==> config.mk <==
export PLATFORM = sky130hd
export DESIGN_NAME = adc_frame_packer
export DESIGN_NICKNAME = d
export VERILOG_FILES = /design/src/rtl/adc_pkg.sv /design/src/rtl/adc_frame_packer.sv
export SDC_FILE = /design/constraint.sdc
export NUM_CORES = 1
export LEC_CHECK = 0
export ABC_AREA = 1
export BUFFER_PORTS_ARGS = -buffer_cell sky130_fd_sc_hd__buf_2
export CAP_MARGIN = 30
export CORE_AREA = 2 2 147 149
export CTS_BUF_LIST = sky130_fd_sc_hd__clkbuf_8 sky130_fd_sc_hd__clkbuf_16
export CTS_CLUSTER_DIAMETER = 50
export DETAILED_ROUTE_END_ITERATION = 16
export DIE_AREA = 0 0 149 151
export GPL_ROUTABILITY_DRIVEN = 1
export PLACE_DENSITY_LB_ADDON = 0.12
export RECOVER_POWER = 25
export SLEW_MARGIN = 20
export SYNTH_ARGS = -nofsm -noshare
export SYNTH_HDL_FRONTEND = slang
export SYNTH_SLANG_ARGS = --single-unit
==> constraint.sdc <==
create_clock -name clk -period 5.6 [get_ports clk]
set_clock_uncertainty 0.15 [all_clocks]
set_input_delay 1.12 -clock clk [delete_from_list [all_inputs] [get_ports clk]]
set_output_delay 1.12 -clock clk [all_outputs]
set_load 0.02 [all_outputs]
==> src/rtl/adc_pkg.sv <==
// rtl/adc_pkg.sv - shared ADC stream constants, header layout and packer state
//
// Shared by adc_frame_packer, the FIFO drain logic and firmware header definitions.
//   ADC_HDR_MAGIC    : header tag byte, used by firmware to resync on frame starts
//   ADC_SAMPLE_W     : width of one channel sample in frame_data and data words
//   ADC_HDR_*_LSB    : bit offsets of the header fields
//   packer_state_e   : frame packer state
//   adc_make_header  : assembles a header word from its fields
package adc_pkg;

  localparam logic [7:0] ADC_HDR_MAGIC = 8'hA5;
  localparam int ADC_SAMPLE_W = 24;

  localparam int ADC_HDR_MAGIC_LSB = 24;
  localparam int ADC_HDR_SEQ_LSB   = 16;
  localparam int ADC_HDR_NCH_LSB   = 8;
  localparam int ADC_HDR_DROPS_LSB = 0;

  typedef enum logic [1:0] {
    IDLE = 2'd0,
    HDR  = 2'd1,
    DATA = 2'd2
  } packer_state_e;

  function automatic logic [31:0] adc_make_header(input logic [7:0] seq,
                                                  input logic [7:0] nch,
                                                  input logic [7:0] drops);
    logic [31:0] w;
    w = '0;
    w[ADC_HDR_MAGIC_LSB +: 8] = ADC_HDR_MAGIC;
    w[ADC_HDR_SEQ_LSB   +: 8] = seq;
    w[ADC_HDR_NCH_LSB   +: 8] = nch;
    w[ADC_HDR_DROPS_LSB +: 8] = drops;
    return w;
  endfunction

endpackage

==> src/rtl/adc_frame_packer.sv <==
// rtl/adc_frame_packer.sv - packs one ADC frame into header + per-channel words for the stream FIFO
//
// A frame is accepted only in IDLE, with enable high and room in the FIFO for the
// whole frame, so the FIFO never holds a partial frame. Anything else is dropped
// and counted.
//   clk, rst          : clock, synchronous active-high reset
//   enable            : allow new frames to be accepted
//   frame_valid       : one-cycle strobe qualifying frame_data
//   frame_data        : NUM_CH samples of 24 bits, channel c at [24c+23:24c]
//   push_valid/data   : registered word offered to the FIFO
//   push_ready        : FIFO accepts the offered word
//   fifo_level        : current FIFO occupancy in words
//   busy              : frame emission in progress
//   frames_dropped    : saturating count of rejected frames
//   drop_clear        : zero frames_dropped
module adc_frame_packer
  import adc_pkg::*;
#(
  parameter int NUM_CH     = 8,
  parameter int FIFO_DEPTH = 64,
  localparam int LVL_W     = $clog2(FIFO_DEPTH + 1)
) (
  input  logic                           clk,
  input  logic                           rst,
  input  logic                           enable,
  input  logic                           frame_valid,
  input  logic [NUM_CH*ADC_SAMPLE_W-1:0] frame_data,
  output logic                           push_valid,
  output logic [31:0]                    push_data,
  input  logic                           push_ready,
  input  logic [LVL_W-1:0]               fifo_level,
  output logic                           busy,
  output logic [15:0]                    frames_dropped,
  input  logic                           drop_clear
);

  localparam int CH_W = (NUM_CH > 1) ? $clog2(NUM_CH) : 1;

  packer_state_e                  state_q;
  logic [CH_W-1:0]                ch_q;
  logic [7:0]                     seq_q;
  logic [7:0]                     drops_q;
  logic [NUM_CH*ADC_SAMPLE_W-1:0] frame_q;

  logic            space_ok;
  logic            accept;
  logic            drop;
  logic            hdr_hs;
  logic            last_ch;
  logic [CH_W-1:0] next_ch;
  logic [31:0]     next_word;

  // Widened to 32 bits so a fifo_level above FIFO_DEPTH simply reads as "no room".
  assign space_ok = (32'(fifo_level) + 32'(NUM_CH + 1)) <= 32'(FIFO_DEPTH);
  assign accept   = frame_valid & enable & (state_q == IDLE) & space_ok;
  assign drop     = frame_valid & ~accept;
  assign hdr_hs   = (state_q == HDR) & push_ready;
  assign last_ch  = (ch_q == CH_W'(NUM_CH - 1));
  assign busy     = (state_q != IDLE);

  // Channel whose word is loaded into push_data on the current handshake.
  assign next_ch = (state_q == HDR) ? '0 : ch_q + CH_W'(1);

  always_comb begin
    next_word = '0;
    for (int i = 0; i < NUM_CH; i++) begin
      if (next_ch == CH_W'(i)) begin
        next_word = {8'(i), frame_q[i*ADC_SAMPLE_W +: ADC_SAMPLE_W]};
      end
    end
  end

  // push_valid/push_data are registered so they only change on a handshake or
  // a state change, never combinationally from frame_*. The header is captured
  // at accept time so it stays stable under backpressure.
  always_ff @(posedge clk) begin
    if (rst) begin
      state_q        <= IDLE;
      ch_q           <= '0;
      seq_q          <= '0;
      drops_q        <= '0;
      frame_q        <= '0;
      push_valid     <= 1'b0;
      push_data      <= '0;
      frames_dropped <= '0;
    end else begin
      case (state_q)
        IDLE: begin
          if (accept) begin
            frame_q    <= frame_data;
            state_q    <= HDR;
            ch_q       <= '0;
            push_valid <= 1'b1;
            push_data  <= adc_make_header(seq_q, 8'(NUM_CH), drops_q);
          end
        end
        HDR: begin
          if (push_ready) begin
            state_q   <= DATA;
            ch_q      <= '0;
            push_data <= next_word;
          end
        end
        DATA: begin
          if (push_ready) begin
            if (last_ch) begin
              state_q    <= IDLE;
              ch_q       <= '0;
              push_valid <= 1'b0;
              push_data  <= '0;
            end else begin
              ch_q      <= next_ch;
              push_data <= next_word;
            end
          end
        end
        default: begin
          state_q    <= IDLE;
          ch_q       <= '0;
          push_valid <= 1'b0;
          push_data  <= '0;
        end
      endcase

      if (hdr_hs) begin
        seq_q <= seq_q + 8'd1;
      end

      // A drop coinciding with the header handshake belongs to the next header.
      if (hdr_hs) begin
        drops_q <= drop ? 8'd1 : 8'd0;
      end else if (drop && drops_q != 8'hFF) begin
        drops_q <= drops_q + 8'd1;
      end

      if (drop_clear) begin
        frames_dropped <= drop ? 16'd1 : 16'd0;
      end else if (drop && frames_dropped != 16'hFFFF) begin
        frames_dropped <= frames_dropped + 16'd1;
      end
    end
  end

endmodule

== Yosys cells after proc, flatten, opt, wreduce, memory -nomap -nowiden ==
Index checks and enable logic that the tools add are counted.

* Add/subtract/negate cells: 5
* Magnitude comparators: 1
* Equality and inequality tests: 16
* Multiplexer cells: 34
* Bitwise operators: 7
* Reduce and logical (&&, ||, !) cells: 11

{| class="wikitable"
|+ Operators with widths
! cell !! count
|-
| two-way mux 32 bit || 11
|-
| case mux 32 bit (3 select lines) || 1
|-
| two-way mux 16 bit || 2
|-
| two-way mux 24 bit || 1
|-
| adder 16 x 1 -> 16 bit (second input constant) || 1
|-
| adder 8 x 1 -> 8 bit (second input constant) || 2
|-
| two-way mux 8 bit || 2
|-
| != test 16 bit (second input constant) || 1
|-
| == test 3 bit (second input constant) || 5
|-
| two-way mux 3 bit || 5
|-
| case mux 3 bit (3 select lines) || 1
|-
| adder 7 x 4 -> 8 bit (second input constant) || 1
|-
| <= comparator 8 x 7 -> 1 bit (second input constant) || 1
|-
| two-way mux 2 bit || 4
|-
| != test 2 bit (second input constant) || 4
|-
| != test 8 bit (second input constant) || 1
|-
| AND reduction 4 bit || 2
|-
| == test 3 x 2 -> 1 bit (second input constant) || 2
|-
| case mux 2 bit (3 select lines) || 1
|-
| nonzero test 2 bit || 3
|-
| AND 1 bit || 5
|-
| two-way mux 1 bit || 5
|-
| adder 3 x 1 -> 3 bit (second input constant) || 1
|-
| == test 3 x 1 -> 1 bit (second input constant) || 1
|-
| 9 further kinds || 11
|}

* Flip-flop bits (word level): 262
* Input bits: 205
* Logic and storage cells: 82

== Logic depth before layout (Yosys ltp) ==
* Depth in word-level cells: 14
* Depth in mapped cells: 16
* Depth with buffers taken out: 15

== Least setup slack after synthesis ==
Ideal clock, no wire load.

* Kind: input to register
* From: in frame_valid
* To: reg push_data[16]
* Library setup time: 69 ps
* Arrival time: 2239 ps
* Data required time: 5381 ps
* Slack: 3141 ps
* Cell stages on the path: 10
* Cells stage by stage: nand2_1 > nor2_1 > nand3_4 > inv_2 > o22ai_1 > nor2_2 > buf_4 > buf_2 > nand2_1 > a21oi_2

* Cells in the longest elaborated chain, start to end: 5

{| class="wikitable"
|+ RTL lines
! element !! RTL line !! source
|-
| start: declaration || adc_frame_packer.sv:26 || <nowiki>input logic frame_valid,</nowiki>
|-
| AND 1 bit (3 in a row) || adc_frame_packer.sv:55 || <nowiki>assign accept = frame_valid & enable & (state_q == IDLE) & space_ok;</nowiki>
|-
| != test 2 bit (no line) || -- ||
|-
| AND reduction 3 bit (no line) || -- ||
|-
| end signal: assignment || adc_frame_packer.sv:94 || <nowiki>push_data <= adc_make_header(seq_q, 8'(NUM_CH), drops_q);</nowiki>
|-
| end signal: assignment || adc_frame_packer.sv:101 || <nowiki>push_data <= next_word;</nowiki>
|-
| end signal: assignment || adc_frame_packer.sv:113 || <nowiki>push_data <= next_word;</nowiki>
|-
| end: declaration || adc_frame_packer.sv:29 || <nowiki>output logic [31:0] push_data,</nowiki>
|}

No other way between the ends.
A chain may end at the register's enable or synchronous reset.

== Worst setup path in the final report ==
* From: in frame_valid
* To: reg frame_q[88]

* Cells in the longest elaborated chain, start to end: 4

{| class="wikitable"
|+ RTL lines
! element !! RTL line !! source
|-
| AND 1 bit (3 in a row) || adc_frame_packer.sv:55 ||
|-
| AND reduction 2 bit (no line) || -- ||
|-
| end signal: assignment || adc_frame_packer.sv:90 || <nowiki>frame_q <= frame_data;</nowiki>
|-
| end: declaration || adc_frame_packer.sv:43 || <nowiki>logic [NUM_CH*ADC_SAMPLE_W-1:0] frame_q;</nowiki>
|}

No other way between the ends.

==> out/results.ini <==
[sta]
finalCriticalPeriod_ns = 4.02
min_period_over_period_pct = 71.8
finalHoldWorstSlack_ns = 0.303
maxSlewViolCount = 158
max_freq_ghz = 0.249
hold_viol_final = 0
slew_headroom_pct = -47.7
setup_viol = 0
setup_tns_ns = 0
tightest_slew_ns = 2.22
rsz0062_at_grt = false

[clock_tree]
htree_levels = 1
cts_setup_buffers = 0
cts_resized = 0
clkTransAtPathRegs_ns = 0.06
cts-buffers-inserted = 29
ctsHoldBuffers = 0
cts_sinks = 258
cts_max_path_buffers = 3
cts-root-buf = clkbuf_16
cts_tree = yes
clk_latency_ns = 0.54

[synthesis]
postSynthAreaPerCell_sq_um = 7.04
yosysSeqAreaShare_pct = 45.8
syn_area_sq_um = 11300
netlist_instances = 1601
ys_warn_count = 0
synth_cell_types = 46
ys_seq_elements = 258

[pwr]
switchingPower_w = 0.00104
comb_power_share_pct = 8.8
cellPowerDensity_nw_per_um2 = 321
leakage_nw = 5.58
p_seq_share_pct = 45.2
clkPwrFrac_pct = 46.0
peakVddDrop_v = 0.000245
switching_share_pct = 24.1
intPower_w = 0.00328

[routing]
via_count = 11000
routed_wl_um = 33100
first_iter_violations = 818
viasPerCell = 5.29
wl_per_cell_um = 15.9
route.detailed.drc = 0
dr.pass1.iters = 5
ant_nets = 0

[critical_path]
ff2ff_path_depth = 7
r2r_slack_ns = 1.62
startpoint_type = input port
rr_endpoint = frame_q[88]
critPathArrivalTime_ns = 4.35
critPathMaxFanout = 114
cp_data_required_time_ns = 5.93
crit_type = in2reg
r2r_start = state_q[0]
critPathCaptureType = flop

[die]
die_w_um = 149
core_sq_um = 20800
start_util_pct = 54.1
num_rows = 53
dieArea_sq_um = 22500
top_level_ports = 255
die_y_um = 151

[worst_hold_path]
hold_depth = 2
hold_end = frame_q[70]
hp-class = reg2reg
worstHoldStart = frame_q[70]

[final_layout]
drive_gt1_share_pct = 17.6
layout.cells.non_filler = 2083
area_growth_pct = 19.6
fin_util_pct = 64.7
final_nets = 1997
num_antenna_cells = 0

[placement]
portBuffers = 248
dp_hpwl_um = 23600
gp_congestion = 0.881
dp.cells = 2029

[grt]
grt_pass1_vias = 9905
antenna_found_initial = 0
globalRouteOverflowTotal = 0
grt_pass1_wl_um = 50800
grt_max_degree = 136
grtUsageTotal_pct = 28.6

[outcome]
outcome = complete, but fails checks
violations = capacitance limit, slew limit

[run]
cap_violations = 2

==> synthesized netlist by cell type, drive strengths merged <==
master / n / share of area [%]
nor2: 353 / 12
nand2: 286 / 9.8
dfxtp: 258 / 46
o21ai: 206 / 9.2
a21oi: 156 / 7.4
inv: 95 / 3.2
clkbuf: 68 / 2.3
nand3: 58 / 2.8
buf: 38 / 2.1
nand4: 30 / 1.7
nor3: 12 / 0.62
a21boi: 7 / 0.47
o211ai: 7 / 0.47
ha: 5 / 0.56
a2bb2oi: 3 / 0.23
a31oi: 3 / 0.17
nor4: 3 / 0.30
nor3b: 2 / 0.13
or2: 2 / 0.11
a211oi: 1 / 0.067
a221oi: 1 / 0.078
clkinv: 1 / 0.033
conb: 1 / 0.033
o21a: 1 / 0.067
o22ai: 1 / 0.056
or3: 1 / 0.056
xnor2: 1 / 0.078
xor2: 1 / 0.078
==> power by group through the flow <==
stage               logic, W  clock network, W  registers, W
floorplan           0.000224                 0       0.00199
finish              0.000381           0.00199       0.00195
global placement    0.000367                 0       0.00199
global route        0.000425           0.00208       0.00196
detailed placement  0.000374                 0       0.00199
CTS                 0.000377           0.00201       0.00195
==> cell usage in the layout, fill, tap and decap left out, types with 11 or more instances in the layout <==
cell type,n
buf_2,218
o21ai_0,204
nor2_1,345
nand2_1,282
inv_1,86
dfxtp_1,258
nand4_1,30
clkbuf_16,29
clkbuf_8,11
a21oi_2,11
nand3_1,57
clkbuf_1,31
a21oi_1,144
==> per-layer routing <==
metal  track usage, %  routed length, um  vias up
met5                0                  0        -
met4             8.10                832        0
met3             3.43               2160       54
met2             46.7              15000      396
met1             40.2              15100     4995
li1                 -                  -     5582
==> per-stage QoR <==
step | worst slack, ns | cell area, sq um | total power [W]
3_3_place_gp | 1.36 | 12500 | 0.00236
5_1_grt | 1.32 | 13500 | 0.00447
3_5_place_dp | 1.32 | 12500 | 0.00237
6_report | 1.58 | 13500 | 0.00432
2_1_floorplan | 3.14 | 11300 | 0.00221
4_1_cts | 1.88 | 13500 | 0.00434
==> state kept, by name (all words and copies together), names as in the netlist <==
register and flops:
drops_q 8, frame_q 192, frames_dropped 16, push_data 28
push_valid 1, seq_q 8, state_q 2, ch_q 3
==> worst max-delay path by stage <==
stage                start       endpoint  slack (ns)  cells after the start
2_1_floorplan  frame_valid  push_data[16]        3.14                     10
3_3_place_gp   frame_valid   push_data[6]        1.36                     10
3_5_place_dp   frame_valid  push_data[18]        1.32                     10
4_1_cts        frame_valid  push_data[18]        1.88                     10
5_1_grt        frame_valid    frame_q[90]        1.32                      9
6_report       frame_valid    frame_q[88]        1.58                      9
==> worst max-delay path, stage by stage <==
cell and delay, ns:
buf_2 0.11, nand2_1 0.06, nor2_1 0.04, nand3_1 0.25, clkbuf_2 1.38, buf_4 0.55
buf_16 0.32, o21ai_0 0.25, nor2_1 0.13
==> kinds of logic after synthesis <==
group	count (synthesis)	synth area share, %
flip-flops	258	45.8
buffers and inverters	202	7.56
other	1	0.0333
XOR/XNOR	2	0.155
adder cells (fa/ha/maj)	5	0.555
AO/OA/AOI/OAI	386	18.2
AND/OR/NAND/NOR	747	27.7
==> layout make-up <==
class / instances / area (sq um)
fillers: 2001 / 7350
multi-input cells: 1143 / 5230
flip-flops and latches: 258 / 5160
repair buffers: 259 / 1340
clock buffers: 40 / 877
inverters: 96 / 369
well taps: 275 / 344
clock inverters: 12 / 149
(Power assumes the default switching activity.)
